==> config.mk <==
export PLATFORM = sky130hd
export DESIGN_NAME = inst_fetch_flat
export DESIGN_NICKNAME = d
export VERILOG_FILES = /design/src/rtl/inst_fetch_if.sv /design/src/rtl/inst_fetch.sv /design/src/flat_wrapper.sv
export SDC_FILE = /design/constraint.sdc
export NUM_CORES = 1
export LEC_CHECK = 0
export CELL_PAD_IN_SITES_DETAIL_PLACEMENT = 0
export CELL_PAD_IN_SITES_GLOBAL_PLACEMENT = 1
export CORE_ASPECT_RATIO = 0.75
export CORE_MARGIN = 8
export CORE_UTILIZATION = 34
export DETAILED_ROUTE_END_ITERATION = 8
export MAX_ROUTING_LAYER = met4
export PLACE_DENSITY = 0.91
export SLEW_MARGIN = 20
export SYNTH_ARGS = -nofsm -noshare
export SYNTH_HDL_FRONTEND = slang
export SYNTH_SLANG_ARGS = --single-unit
==> constraint.sdc <==
create_clock -name clk -period 5 [get_ports clk]
set_input_delay 1.25 -clock clk [delete_from_list [all_inputs] [get_ports clk]]
set_output_delay 1.25 -clock clk [all_outputs]
set_load 0.05 [all_outputs]
==> src/rtl/inst_fetch_if.sv <==
// Instruction-fetch bundle: ROM address/data, decode handshake and the IR
// issued to decode. The master side is the fetch unit.
interface inst_fetch_if #(
    parameter int unsigned InstAddrBus  = 32,
    parameter int unsigned InstBusWidth = 32
);
    logic [InstAddrBus-1:0]  address;
    logic [InstBusWidth-1:0] inst;
    logic                    stall;
    logic                    skip;
    logic                    jump;
    logic [InstAddrBus-1:0]  jumpTarget;
    logic                    halt;
    logic                    resume;
    logic                    restart;
    logic [InstBusWidth-1:0] ir;
    logic                    irValid;
    logic [InstAddrBus-1:0]  irPc;
    logic                    halted;

    modport master (
        output address, ir, irValid, irPc, halted,
        input  inst, stall, skip, jump, jumpTarget, halt, resume, restart
    );

    modport slave (
        input  address, ir, irValid, irPc, halted,
        output inst, stall, skip, jump, jumpTarget, halt, resume, restart
    );
endinterface

==> src/rtl/inst_fetch.sv <==
// Instruction fetch: drives the PC to a combinational ROM, captures the word
// into the IR, and handles stall, skip-next, jump and halt/resume.
module inst_fetch #(
    parameter int unsigned          InstAddrBus  = 32,
    parameter int unsigned          InstBusWidth = 32,
    parameter logic [InstAddrBus-1:0] ResetPc    = '0
) (
    input  logic          clk,
    input  logic          rst,
    inst_fetch_if.master  bus
);

    typedef enum logic [1:0] {
        START = 2'd0,
        RUN   = 2'd1,
        HALT  = 2'd2
    } state_t;

    state_t                  state_q, state_d;
    logic [InstAddrBus-1:0]  pc_q, pc_d;
    logic [InstBusWidth-1:0] ir_q, ir_d;
    logic                    ir_valid_q, ir_valid_d;
    logic [InstAddrBus-1:0]  ir_pc_q, ir_pc_d;
    logic                    halted_q, halted_d;

    function automatic logic [InstAddrBus-1:0] next_pc(input logic [InstAddrBus-1:0] pc);
        return pc + InstAddrBus'(1);
    endfunction

    always_comb begin
        state_d    = state_q;
        pc_d       = pc_q;
        ir_d       = ir_q;
        ir_valid_d = ir_valid_q;
        ir_pc_d    = ir_pc_q;
        halted_d   = halted_q;

        unique case (state_q)
            START: begin
                // One settling cycle for the ROM at ResetPc; halt is not honoured yet.
                state_d = RUN;
            end
            RUN: begin
                if (bus.jump) begin
                    pc_d       = bus.jumpTarget;
                    ir_d       = '0;
                    ir_valid_d = 1'b0;
                end else if (bus.skip) begin
                    // PC already points one past the IR; stepping it drops that word.
                    pc_d       = next_pc(pc_q);
                    ir_d       = '0;
                    ir_valid_d = 1'b0;
                end else if (bus.halt) begin
                    state_d    = HALT;
                    halted_d   = 1'b1;
                    ir_d       = '0;
                    ir_valid_d = 1'b0;
                end else if (!bus.stall) begin
                    ir_d       = bus.inst;
                    ir_pc_d    = pc_q;
                    ir_valid_d = 1'b1;
                    pc_d       = next_pc(pc_q);
                end
            end
            HALT: begin
                ir_d       = '0;
                ir_valid_d = 1'b0;
                if (bus.resume) begin
                    state_d  = RUN;
                    halted_d = 1'b0;
                    if (bus.restart) begin
                        pc_d = ResetPc;
                    end
                end
            end
            default: begin
                state_d = START;
            end
        endcase
    end

    always_ff @(posedge clk) begin
        if (rst) begin
            state_q    <= START;
            pc_q       <= ResetPc;
            ir_q       <= '0;
            ir_valid_q <= 1'b0;
            ir_pc_q    <= '0;
            halted_q   <= 1'b0;
        end else begin
            state_q    <= state_d;
            pc_q       <= pc_d;
            ir_q       <= ir_d;
            ir_valid_q <= ir_valid_d;
            ir_pc_q    <= ir_pc_d;
            halted_q   <= halted_d;
        end
    end

    assign bus.address = pc_q;
    assign bus.ir      = ir_q;
    assign bus.irValid = ir_valid_q;
    assign bus.irPc    = ir_pc_q;
    assign bus.halted  = halted_q;

endmodule
==> src/flat_wrapper.sv <==
// flat-port wrapper written by rule: the top's interface ports become plain ports
module inst_fetch_flat 
#(
    parameter int unsigned          InstAddrBus  = 32,
    parameter int unsigned          InstBusWidth = 32,
    parameter logic [InstAddrBus-1:0] ResetPc    = '0
)
  (clk, rst, bus_address, bus_ir, bus_irValid, bus_irPc, bus_halted, bus_inst, bus_stall, bus_skip, bus_jump, bus_jumpTarget, bus_halt, bus_resume, bus_restart);
  inst_fetch_if #(.InstAddrBus(InstAddrBus), .InstBusWidth(InstBusWidth)) bus_i ();
  input  logic clk;
  input  logic rst;
  output wire logic [$bits(bus_i.address)-1:0] bus_address;
  output wire logic [$bits(bus_i.ir)-1:0] bus_ir;
  output wire logic [$bits(bus_i.irValid)-1:0] bus_irValid;
  output wire logic [$bits(bus_i.irPc)-1:0] bus_irPc;
  output wire logic [$bits(bus_i.halted)-1:0] bus_halted;
  input wire logic [$bits(bus_i.inst)-1:0] bus_inst;
  input wire logic [$bits(bus_i.stall)-1:0] bus_stall;
  input wire logic [$bits(bus_i.skip)-1:0] bus_skip;
  input wire logic [$bits(bus_i.jump)-1:0] bus_jump;
  input wire logic [$bits(bus_i.jumpTarget)-1:0] bus_jumpTarget;
  input wire logic [$bits(bus_i.halt)-1:0] bus_halt;
  input wire logic [$bits(bus_i.resume)-1:0] bus_resume;
  input wire logic [$bits(bus_i.restart)-1:0] bus_restart;
  assign bus_address = bus_i.address;
  assign bus_ir = bus_i.ir;
  assign bus_irValid = bus_i.irValid;
  assign bus_irPc = bus_i.irPc;
  assign bus_halted = bus_i.halted;
  assign bus_i.inst = bus_inst;
  assign bus_i.stall = bus_stall;
  assign bus_i.skip = bus_skip;
  assign bus_i.jump = bus_jump;
  assign bus_i.jumpTarget = bus_jumpTarget;
  assign bus_i.halt = bus_halt;
  assign bus_i.resume = bus_resume;
  assign bus_i.restart = bus_restart;
  inst_fetch #(.InstAddrBus(InstAddrBus), .InstBusWidth(InstBusWidth), .ResetPc(ResetPc)) u_core (.clk(clk), .rst(rst), .bus(bus_i));
endmodule
**Word level (Yosys, flattened, before mapping)**

Index checks and enable logic that the tools add are counted.

- Magnitude comparators: 0
- Multiply operators: 0
- Equality and inequality tests: 10
- Reduce and logical (&&, ||, !) cells: 7
- Bitwise operators: 4
- Shift-type cells: 0
- Add/sub/neg operators: 1
- Multiplexer cells: 27
- Div/mod/pow operators: 0

Operators by type and width:

| kind | count |
|---|---|
| 2-to-1 mux 32 bit | 10 |
| one-hot mux 32 bit (2 select lines) | 2 |
| adder 32 x 1 -> 32 bit (second input constant) | 1 |
| AND reduction 5 bit | 3 |
| inequality test 2 bit (second input constant) | 5 |
| 2-to-1 mux 1 bit | 8 |
| 2-to-1 mux 2 bit | 4 |
| inequality test 4 bit (second input constant) | 2 |
| one-hot mux 2 bit (3 select lines) | 1 |
| inequality test 5 bit (second input constant) | 1 |
| inverter 1 bit | 4 |
| one-hot mux 1 bit (2 select lines) | 2 |
| AND reduction 4 bit | 1 |
| equality test 2 x 1 -> 1 bit (second input constant) | 1 |
| equality test 2 bit (second input constant) | 1 |
| logical NOT 2 bit | 1 |
| AND reduction 2 bit | 1 |
| nonzero test 2 bit | 1 |

- Bits in writable memories: 0
- Memories kept: 0
- Register bits after elaboration: 100
- Bits in read-only memories: 0
- Bits in latches: 0
- Input port bits: 72
- Word-level logic and storage cells: 55
- Output and inout port bits: 98

**Longest topological paths before layout**

Gate-level depths: netlist of the first run.

- Depth after elaboration: 6
- Mapped depth: 9
- Gate-level depth less buffers: 6

**Worst setup path after synthesis of the first run**

No wires, ideal clock.

- Path kind: input -> register
- From: in rst
- To: reg u_core.pc_q[31] (netlist: u_core.bus.address[31])
- Arrival: 2.658 ns
- Setup time: 0.079 ns
- Setup slack: 2.263 ns
- Cell stages on the path: 6
- Data required time: 4.921 ns
- Path buffers: 1
- Cells stage by stage: clkbuf_1 -> or3b_4 -> nand3b_2 -> nor2_1 -> or4b_1 -> o211ai_1

RTL lines:

| element | RTL line | RTL |
|---|---|---|
| from (decl) | flat_wrapper.sv:11 | `input logic rst;` |
| to (signal assigned) | inst_fetch.sv:85 | `pc_q <= ResetPc;` |
| to (signal assigned) | inst_fetch.sv:92 | `pc_q <= pc_d;` |
| to (decl) | inst_fetch.sv:20 | `logic [InstAddrBus-1:0] pc_q, pc_d;` |

**Final worst setup path of the first run**

- From: in bus_jump
- To: reg u_core.pc_q[17] (netlist: u_core.bus.address[17])

- Cells in the longest elaborated chain, start to end: 2
- Elaborated cells on any way between the ends: 5
- Classes of those cells: eq/ne: 2; mux: 2; reduce/logical: 1

RTL lines:

| element | RTL line | RTL |
|---|---|---|
| from (decl) | flat_wrapper.sv:20 | `input wire logic [$bits(bus_i.jump)-1:0] bus_jump;` |
| inequality test 4 bit (no line) or 2-to-1 mux 32 bit (tied branches) | -- |  |
| AND reduction 5 bit (no line) or one-hot mux 32 bit (2 select lines) (tied branches) | -- |  |

Several ways; a longest one is shown, not always the timed one.
A chain may end at the register's enable or synchronous reset.

==> flow_metrics.tcl, run 1 <==
set metrics [dict create \
    cts_root_buf "clkbuf_16" \
    async_flop_share_pct 0 \
    power.leakage_nw 2.162 \
    instances_no_fill 890 \
    timing.critical_path.required_ps 5260 \
    area_growth_syn_to_layout_pct 46.22 \
    grt_first_pass_wirelength_um 24640 \
    avg_inst_size_synth_sq_um 7.865 \
    fmaxAchievable_ghz 0.3033 \
    synth_area_in_xor_xnor_pct 1.368 \
    n_antenna_cell 0 \
    drt-total-wl_um 15900 \
    gp_congestion 0.8311 \
    synth.top_cell.area_share_pct 44.66 \
    num_rows 36 \
    combPwrFrac_pct 15.7 \
    drive_above_1_share_pct 4.033 \
    route.detailed.drc 0 \
    netlist_area_sq_um 4483 \
    critical-path-max-stage-delay_ps 600 \
    timing.final.crit_share_pct 65.94 \
    placeableCoreArea_sq_um 12930 \
    finalMaxSlewViolations 0 \
    cts_tree "built" \
    min_period_ps 3297 \
    start_util_pct 34.68 \
    critPathTopFamily "simple AND/OR/NAND/NOR gates" \
    ys_top_cells_by_area "dfxtp_1 (45%), nand2_1 (8.8%), a21oi_1 (8.0%)" \
    via_cell_ratio 5.361 \
    fp.dieH_um 115.4 \
    largest_family_of_logic_cells_by_synthesized_area "simple AND/OR/NAND/NOR gates" \
    switching_share_pct 28.27 \
    yosys_warnings 0 \
    fin_nets 787 \
    synthDominantAreaCellType "dfxtp_1" \
    crit_path_end_kind "flip-flop" \
    hold_path_class "reg2reg" \
    globalRouteTotalUtil_pct 18.45 \
    worstPathCellList "clkdlybuf4s50_1 -> buf_4 -> nor2_1 -> a21o_1 -> and2_1 -> a222oi_1 -> o22ai_1" \
    synth_adder_area_share_pct 0.2791 \
    rsz0062_at_grt "false" \
    dpl.hpwl_um 11470 \
    whs_ps 455.0 \
    postSynthRegisterBits 100 \
    synth_most_common_cell "nand2_1" \
    regToRegSetupSlack_ps 2350 \
    worst_pin_slew_ps 990.8 \
    cap_violations 0 \
    cts-hold-fix-buffers 0 \
    worst_hold_path.num_cells 2 \
    cp.buffers_inverters 2 \
    grt_max_degree 90 \
    post_synth_inst_count 570 \
    timing.rr.start "u_core.bus.address[1]$_SDFFE_PP0P_" \
    post_synth_and_or_nand_nor_area_fraction_pct 27.04 \
    io_buffer_count 169 \
    clockPowerShare_pct 38.5 \
    first_global_vias 4527 \
    post_layout_utilization_of_the_core_pct 50.71 \
    synth.distinct_cells 57 \
    cts_num_sinks 100 \
    final_critical_path_setup_slack_ps 1703 \
    dpl.cell_count 874 \
    startpoint_type "input pin" \
    critPathMaxFanout 32 \
    synth_compound_area_share_pct 21.77 \
    setup.worst_path.start "bus_jump" \
    die_area_sq_um 17150 \
    skew_ps 8.041 \
    avgRoutedWirePerCell_um 17.87 \
    outcome "finished clean" \
    power_switching_mw 0.5302 \
    cts_resized 0 \
    synth_fp_nets 643 \
    globalRoute.totalOverflow 0 \
    clk_latency_ps 350 \
    yosys_most_used_dff "dfxtp_1" \
    power_density_nw_per_um2 286.1 \
    cts_buffer_depth 2 \
    pre_cts_ws_ps 1245 \
    clk_pin_slew_ps 70 \
    yosys-mux-area-fraction_pct 0.4745 \
    critical_path.reg2reg.endpoint "u_core.bus.address[26]$_SDFFE_PP0P_" \
    number_of_placed_i_o_pins 170 \
    synth_sequential_area_ratio_pct 44.66 \
    drt_pre_antenna_iters 5 \
    via_count 4771 \
    drt-initial-drc-count 463 \
    report.power.total_mw 1.876 \
    layout.cell_area.non_filler_sq_um 6555 \
    chipWidth_um 148.6 \
    synth_enable_flop_cells 0 \
    hold_viol 0 \
    power.share.sequential_pct 45.8 \
    reg2regPathDepth 6 \
    initial_antenna_violation_count 0 \
    route.antenna.remaining_nets 0 \
    finalSetupTns_ps 0 \
    data_arrival_at_the_endpoint_of_the_critical_path_ps 3560 \
    postCtsSetupBuffers 0 \
    hp-start "u_core.bus.irPc[31]$_SDFFE_PP0P_" \
    cts-buffers-inserted 9 \
    slew_headroom_pct 33.51 \
    cts_max_level 3 \
    timing.setup.critical_path_class "in2reg" \
    critical_path.slowest_cell "and2_1" \
    internal_power_mw 1.345 \
    dpl-instance-area_sq_um 6251 \
    min_to "u_core.bus.irPc[31]$_SDFFE_PP0P_" \
    post_synth_most_frequent_cells "nand2_1 (105), dfxtp_1 (100), a21oi_1 (72)" \
    finalSetupViolations 0 \
    vdd_drop_max_uv 163.2 \
]
[final cells by class]
cell class	instances	area, sq um
fillers	1193	6372
multi-input cells	422	2291
flip-flops and latches	100	2002
repair buffers	172	1712
clock buffers	12	246.5
well taps	171	214.0
clock inverters	4	56.30
inverters	9	33.78
[cells in the final DEF, fill, tap and decap left out, types with 4 or more instances in the layout]
| cell type | instances |
|---|---|
| and2_1 | 6 |
| clkbuf_16 | 9 |
| nand2b_1 | 4 |
| nor2_1 | 46 |
| a21oi_1 | 72 |
| nand2_1 | 105 |
| a22oi_1 | 25 |
| nand3_1 | 32 |
| o21ai_0 | 22 |
| and4_1 | 4 |
| a31oi_1 | 6 |
| nor4_1 | 13 |
| dfxtp_1 | 100 |
| clkdlybuf4s50_1 | 168 |
| nor3_1 | 5 |
| and3_1 | 5 |
| o22ai_1 | 7 |
| inv_1 | 9 |
| nand4_1 | 7 |
| buf_4 | 4 |
| or4_1 | 5 |
| xnor2_1 | 5 |
[sequential cells by signal (all words and copies together) (netlist names)]
| signal | cells |
|---|---|
| u_core.bus.address | 32 |
| u_core.bus.irPc | 32 |
| u_core.bus.ir | 32 |
| u_core.state_q | 2 |
| u_core.bus.halted | 1 |
| u_core.bus.irValid | 1 |
[worst reg2reg max path, stage by stage (launching register included)]
cell     delay (ps)
dfxtp_1         480
ha_1            260
nand3_2         190
nor4_4          530
or4b_1          500
mux2_1          320
a221o_1         250
[logic make-up after synthesis]
kind of cell,Yosys count
and+or+nand+nor,251
AOI/OAI and AO/OA,161
DFF,100
buffers and inverters,48
xor gates and xnor gates,7
muxes,2
adders and majority gates,1
[worst max-delay path by stage]
stage | to | slack (ps) | depth (start not counted)
after global placement | u_core.bus.irPc[28]$_SDFFE_PP0P_ | 1350 | 6
after CTS | u_core.bus.ir[7]$_SDFFE_PP0P_ | 1590 | 7
after floorplan | u_core.bus.address[31]$_SDFFE_PP0P_ | 2260 | 6
final | u_core.bus.address[17]$_SDFFE_PP0P_ | 1700 | 7
after detailed placement | u_core.bus.ir[7]$_SDFFE_PP0P_ | 1250 | 7
after global routing | u_core.bus.ir[7]$_SDFFE_PP0P_ | 1510 | 7
[power by group through the flow]
stage                     logic (mW)  registers [mW]  clock network, mW
final                          0.295           0.860              0.721
after global routing           0.314           0.863              0.767
after CTS                      0.296           0.859              0.739
after detailed placement       0.295           0.877                  0
after global placement         0.291           0.876                  0
after floorplan               0.0946           0.940                  0
[layer usage]
metal / up-vias / part of all wire [%] / track usage, %
met5: - / 0 / -
met3: 12 / 7.6 / 4.058
met2: 186 / 46 / 28.34
met1: 2244 / 46 / 24.18
li1: 2329 / - / -
met4: 0 / 1.0 / 4.675
(Power assumes the default switching activity.)
==> inputs of run 2 (changes only) <==
Settings changed: CORE_UTILIZATION 34 to 31, PLACE_DENSITY 0.91 to 0.85.
Clock period 5 ns to 3.39 ns, I/O delays scaled along.
==> flow_metrics.tcl, run 2 (synthesis results as in run 1) <==
set metrics [dict create \
    outcome "finished clean" \
    finalSetupTns_ps 0 \
    globalRouteTotalUtil_pct 17.95 \
    critical-path-max-stage-delay_ps 780 \
    clk_latency_ps 340 \
    number_of_placed_i_o_pins 170 \
    clk_pin_slew_ps 70 \
    hold_path_class "reg2reg" \
    cts_num_sinks 100 \
    critical_path.slowest_cell "o21ai_1" \
    cts_max_level 3 \
    grt_max_degree 88 \
    cts_buffer_depth 2 \
    whs_ps 451.0 \
    power.leakage_nw 2.197 \
    die_area_sq_um 18610 \
    cts_root_buf "clkbuf_16" \
    postCtsSetupBuffers 0 \
    finalSetupViolations 0 \
    via_cell_ratio 5.260 \
    report.power.total_mw 2.790 \
    cp.buffers_inverters 2 \
    final_critical_path_setup_slack_ps 510.5 \
    cts_tree "built" \
    drive_above_1_share_pct 5.089 \
    layout.cells.most_common "clkdlybuf4s50_1" \
    fin_nets 795 \
    skew_ps 5.264 \
    initial_antenna_violation_count 0 \
    vdd_drop_max_uv 270.9 \
    post_layout_utilization_of_the_core_pct 46.51 \
    hold_viol 0 \
    io_buffer_count 169 \
    dpl.hpwl_um 12210 \
    drt-initial-drc-count 333 \
    worst_pin_slew_ps 1014 \
    critPathMaxFanout 31 \
    startpoint_type "input pin" \
    regToRegSetupSlack_ps 740 \
    finalMaxSlewViolations 0 \
    chipWidth_um 154.9 \
    cts-buffers-inserted 9 \
    via_count 4876 \
    slew_headroom_pct 31.96 \
    crit_path_end_kind "flip-flop" \
    most-common-layout-cells "clkdlybuf4s50_1 (168), nand2_1 (105), dfxtp_1 (100)" \
    cts-hold-fix-buffers 0 \
    globalRoute.totalOverflow 0 \
    fp.dieH_um 120.1 \
    n_antenna_cell 0 \
    grt_first_pass_wirelength_um 26060 \
    fmaxAchievable_ghz 0.3473 \
    data_arrival_at_the_endpoint_of_the_critical_path_ps 3150 \
    drt_pre_antenna_iters 6 \
    gp_congestion 0.8569 \
    timing.setup.critical_path_class "in2reg" \
    route.antenna.remaining_nets 0 \
    timing.final.crit_share_pct 84.94 \
    min_period_ps 2879 \
    critPathTopFamily "compound AO/OA/AOI/OAI gates" \
    worstPathCellList "clkdlybuf4s50_1 -> buf_4 -> or3_1 -> nor2_1 -> o21ai_1 -> nand3_1 -> a21oi_1" \
    placeableCoreArea_sq_um 14310 \
    num_rows 38 \
    cap_violations 0 \
    rsz0062_at_grt "false" \
    cts_resized 0 \
    avgRoutedWirePerCell_um 17.83 \
    power_density_nw_per_um2 419.1 \
    drt-total-wl_um 16520 \
    route.detailed.drc 0 \
    start_util_pct 31.33 \
    area_growth_syn_to_layout_pct 48.48 \
    timing.critical_path.required_ps 3660 \
    first_global_vias 4828 \
    pre_cts_ws_ps 156.0 \
]
## run 2: cell count changes in the layout (fill, tap and decap cells not counted), sizes merged
cell,change
clkbuf,-2
inv,+1
clkinvlp,+2
clkinv,-1
buf,+8
## run 2: worst paths after layout
path | start | to | cells after the start
worst max-delay path | bus_jump | u_core.bus.ir[1]$_SDFFE_PP0P_ | 7
worst max register to register | u_core.bus.address[1]$_SDFFE_PP0P_ | u_core.bus.address[26]$_SDFFE_PP0P_ | 6
worst min-delay path | u_core.bus.ir[8]$_SDFFE_PP0P_ | u_core.bus.ir[8]$_SDFFE_PP0P_ | 2
worst min register to register | u_core.bus.ir[8]$_SDFFE_PP0P_ | u_core.bus.ir[8]$_SDFFE_PP0P_ | 2
## run 2: layout make-up
| cell class | count | area (sq um) |
|---|---|---|
| well taps | 200 | 250.2 |
| flip-flops and latches | 100 | 2002 |
| inverters | 9 | 33.78 |
| multi-input cells | 422 | 2288 |
| clock buffers | 10 | 239.0 |
| fillers | 1380 | 7655 |
| clock inverters | 6 | 71.32 |
| repair buffers | 180 | 1772 |
## run 2: stage by stage
| step | instance area, sq um | instances |
|---|---|---|
| 2_1_floorplan | 4483 | 570 |
| 5_1_grt | 6656 | 927 |
| 6_report | 6656 | 927 |
| 4_1_cts | 6656 | 927 |
| 3_3_place_gp | 6346 | 911 |
| 3_5_place_dp | 6346 | 911 |
## run 2: worst reg2reg max path: stages, from the launching register on
cell,delay [ps]
dfxtp_1,480
ha_1,290
nand3_2,200
nor4_4,500
or4b_1,490
mux2_1,320
a221o_1,260
## run 2: power breakdown
group          internal (mW)  leakage (nW)  switching [mW]  total [mW]
Combinational          0.182          1.24           0.263       0.445
Clock                  0.600         0.146           0.476        1.08
Sequential              1.21         0.810          0.0610        1.27
Total                   1.99          2.20           0.800        2.79
## run 2: metal layers
layer | vias up | GRT usage, % | share of wire (%)
li1 | 2337 | - | -
met1 | 2322 | 22.66 | 45
met2 | 199 | 27.88 | 46
met3 | 18 | 4.741 | 7.6
met4 | 0 | 4.945 | 1.4
met5 | - | - | 0
==> inputs of run 3 (changes only) <==
Clock period 3.39 ns to 2.7 ns, I/O delays scaled along.
==> flow_metrics.tcl, run 3 (synthesis results as in run 1) <==
set metrics [dict create \
    initial_antenna_violation_count 0 \
    regToRegSetupSlack_ps 290 \
    cp.buffers_inverters 1 \
    via_count 4919 \
    power_switching_mw 1.054 \
    data_arrival_at_the_endpoint_of_the_critical_path_ps 1760 \
    drt-initial-drc-count 372 \
    globalRoute.totalOverflow 0 \
    cts_buffer_depth 2 \
    clockPowerShare_pct 37.2 \
    clk_pin_slew_ps 80 \
    num_rows 38 \
    chipWidth_um 154.9 \
    timing.setup.critical_path_class "reg2out" \
    layout.cells.most_common "clkdlybuf4s50_1" \
    start_util_pct 31.33 \
    cts_max_level 3 \
    outcome "finished clean" \
    worst_hold_path.num_cells 2 \
    hold_path_class "reg2reg" \
    io_buffer_count 169 \
    n_antenna_cell 0 \
    reg2regPathDepth 6 \
    clk_latency_ps 360 \
    min_to "u_core.bus.irPc[4]$_SDFFE_PP0P_" \
    finalMaxSlewViolations 0 \
    finalSetupTns_ps 0 \
    timing.critical_path.required_ps 2030 \
    hp-start "u_core.bus.irPc[4]$_SDFFE_PP0P_" \
    cts_tree "built" \
    startpoint_type "flip-flop" \
    cts_resized 0 \
    fin_nets 818 \
    first_global_vias 4905 \
    drt-total-wl_um 16770 \
    grt_max_degree 88 \
    cts-hold-fix-buffers 0 \
    cts_root_buf "clkbuf_16" \
    placeableCoreArea_sq_um 14310 \
    switching_share_pct 30.34 \
    dpl-instance-area_sq_um 6544 \
    slew_headroom_pct 33.53 \
    globalRouteTotalUtil_pct 18.40 \
    grt_first_pass_wirelength_um 26790 \
    power.share.sequential_pct 45.5 \
    critical_path.reg2reg.endpoint "u_core.bus.address[26]$_SDFFE_PP0P_" \
    route.antenna.remaining_nets 0 \
    power.leakage_nw 2.313 \
    cap_violations 0 \
    cts-buffers-inserted 9 \
    timing.rr.start "u_core.bus.address[1]$_SDFFE_PP0P_" \
    drt_pre_antenna_iters 5 \
    critPathMaxFanout 9 \
    postCtsSetupBuffers 0 \
    finalSetupViolations 0 \
    via_cell_ratio 5.178 \
    cts_num_sinks 100 \
    layout.cell_area.non_filler_sq_um 6837 \
    vdd_drop_max_uv 321.1 \
    number_of_placed_i_o_pins 170 \
    gp_congestion 0.8719 \
    route.detailed.drc 0 \
    rsz0062_at_grt "false" \
    internal_power_mw 2.421 \
    crit_path_end_kind "output pin" \
    die_area_sq_um 18610 \
    area_growth_syn_to_layout_pct 52.50 \
    min_period_ps 2433 \
    timing.critical_path.depth 1 \
    fmaxAchievable_ghz 0.4111 \
    worst_pin_slew_ps 990.4 \
    critical-path-max-stage-delay_ps 880 \
    critPathTopFamily "buffers and inverters" \
    dpl.hpwl_um 12430 \
    combPwrFrac_pct 17.2 \
    avgRoutedWirePerCell_um 17.65 \
    drive_above_1_share_pct 8.000 \
    power_density_nw_per_um2 508.4 \
    skew_ps 9.110 \
    fp.dieH_um 120.1 \
    most-common-layout-cells "clkdlybuf4s50_1 (168), nand2_1 (105), dfxtp_1 (100)" \
    critical_path.slowest_cell "clkdlybuf4s50_1" \
    worstPathCellList "clkdlybuf4s50_1" \
    hold_viol 0 \
    timing.final.crit_share_pct 90.09 \
]
run 3: power by group through the flow:
stage	sequential [mW]	combinational [mW]	clock, mW
2_1_floorplan	1.74	0.175	0
5_1_grt	1.59	0.637	1.39
3_5_place_dp	1.62	0.597	0
4_1_cts	1.58	0.600	1.34
6_report	1.58	0.599	1.29
3_3_place_gp	1.61	0.590	0
run 3: metrics by stage:
| stage | instances | setup slack (ps) | hold slack, ps | total power, mW | util (%) |
|---|---|---|---|---|---|
| 6_report | 950 | 267.5 | 454.6 | 3.476 | 47.77 |
| 5_1_grt | 950 | 123.9 | 475.5 | 3.619 | 47.77 |
| 4_1_cts | 950 | 253.3 | 457.0 | 3.517 | 47.77 |
| 3_5_place_dp | 934 | -13.63 | 447.5 | 2.213 | 45.72 |
| 3_3_place_gp | 934 | 81.14 | 438.9 | 2.203 | 45.72 |
| 2_1_floorplan | 570 | 49.92 | 597.9 | 1.917 | - |
run 3: worst max path at each step:
stage / from / to / slack [ps]
after floorplan: u_core.bus.address[0]$_SDFFE_PP0P_ / u_core.bus.address[26]$_SDFFE_PP0P_ / 50
after global placement: bus_halt / u_core.bus.address[9]$_SDFFE_PP0P_ / 80
after detailed placement: bus_halt / u_core.bus.ir[13]$_SDFFE_PP0P_ / -10
after CTS: u_core.bus.address[5]$_SDFFE_PP0P_ / bus_address[5] / 250
after global routing: bus_jump / u_core.bus.ir[10]$_SDFFE_PP0P_ / 120
final: u_core.bus.address[5]$_SDFFE_PP0P_ / bus_address[5] / 270
run 3: metal layers:
| layer | GRT usage (%) | wire [um] |
|---|---|---|
| met1 | 23.28 | 7684 |
| met2 | 28.59 | 7586 |
| met3 | 4.346 | 1243 |
| met4 | 5.800 | 255 |
| met5 | - | 0 |
run 3: final cells by class:
| class | instances | area [sq um] |
|---|---|---|
| fill | 1376 | 7475 |
| multi-input combinational | 422 | 2288 |
| sequential | 100 | 2002 |
| timing repair buffer | 203 | 1969 |
| tap | 200 | 250.2 |
| clock buffer | 9 | 225.2 |
| clock inverter | 7 | 67.56 |
| inverter | 9 | 33.78 |
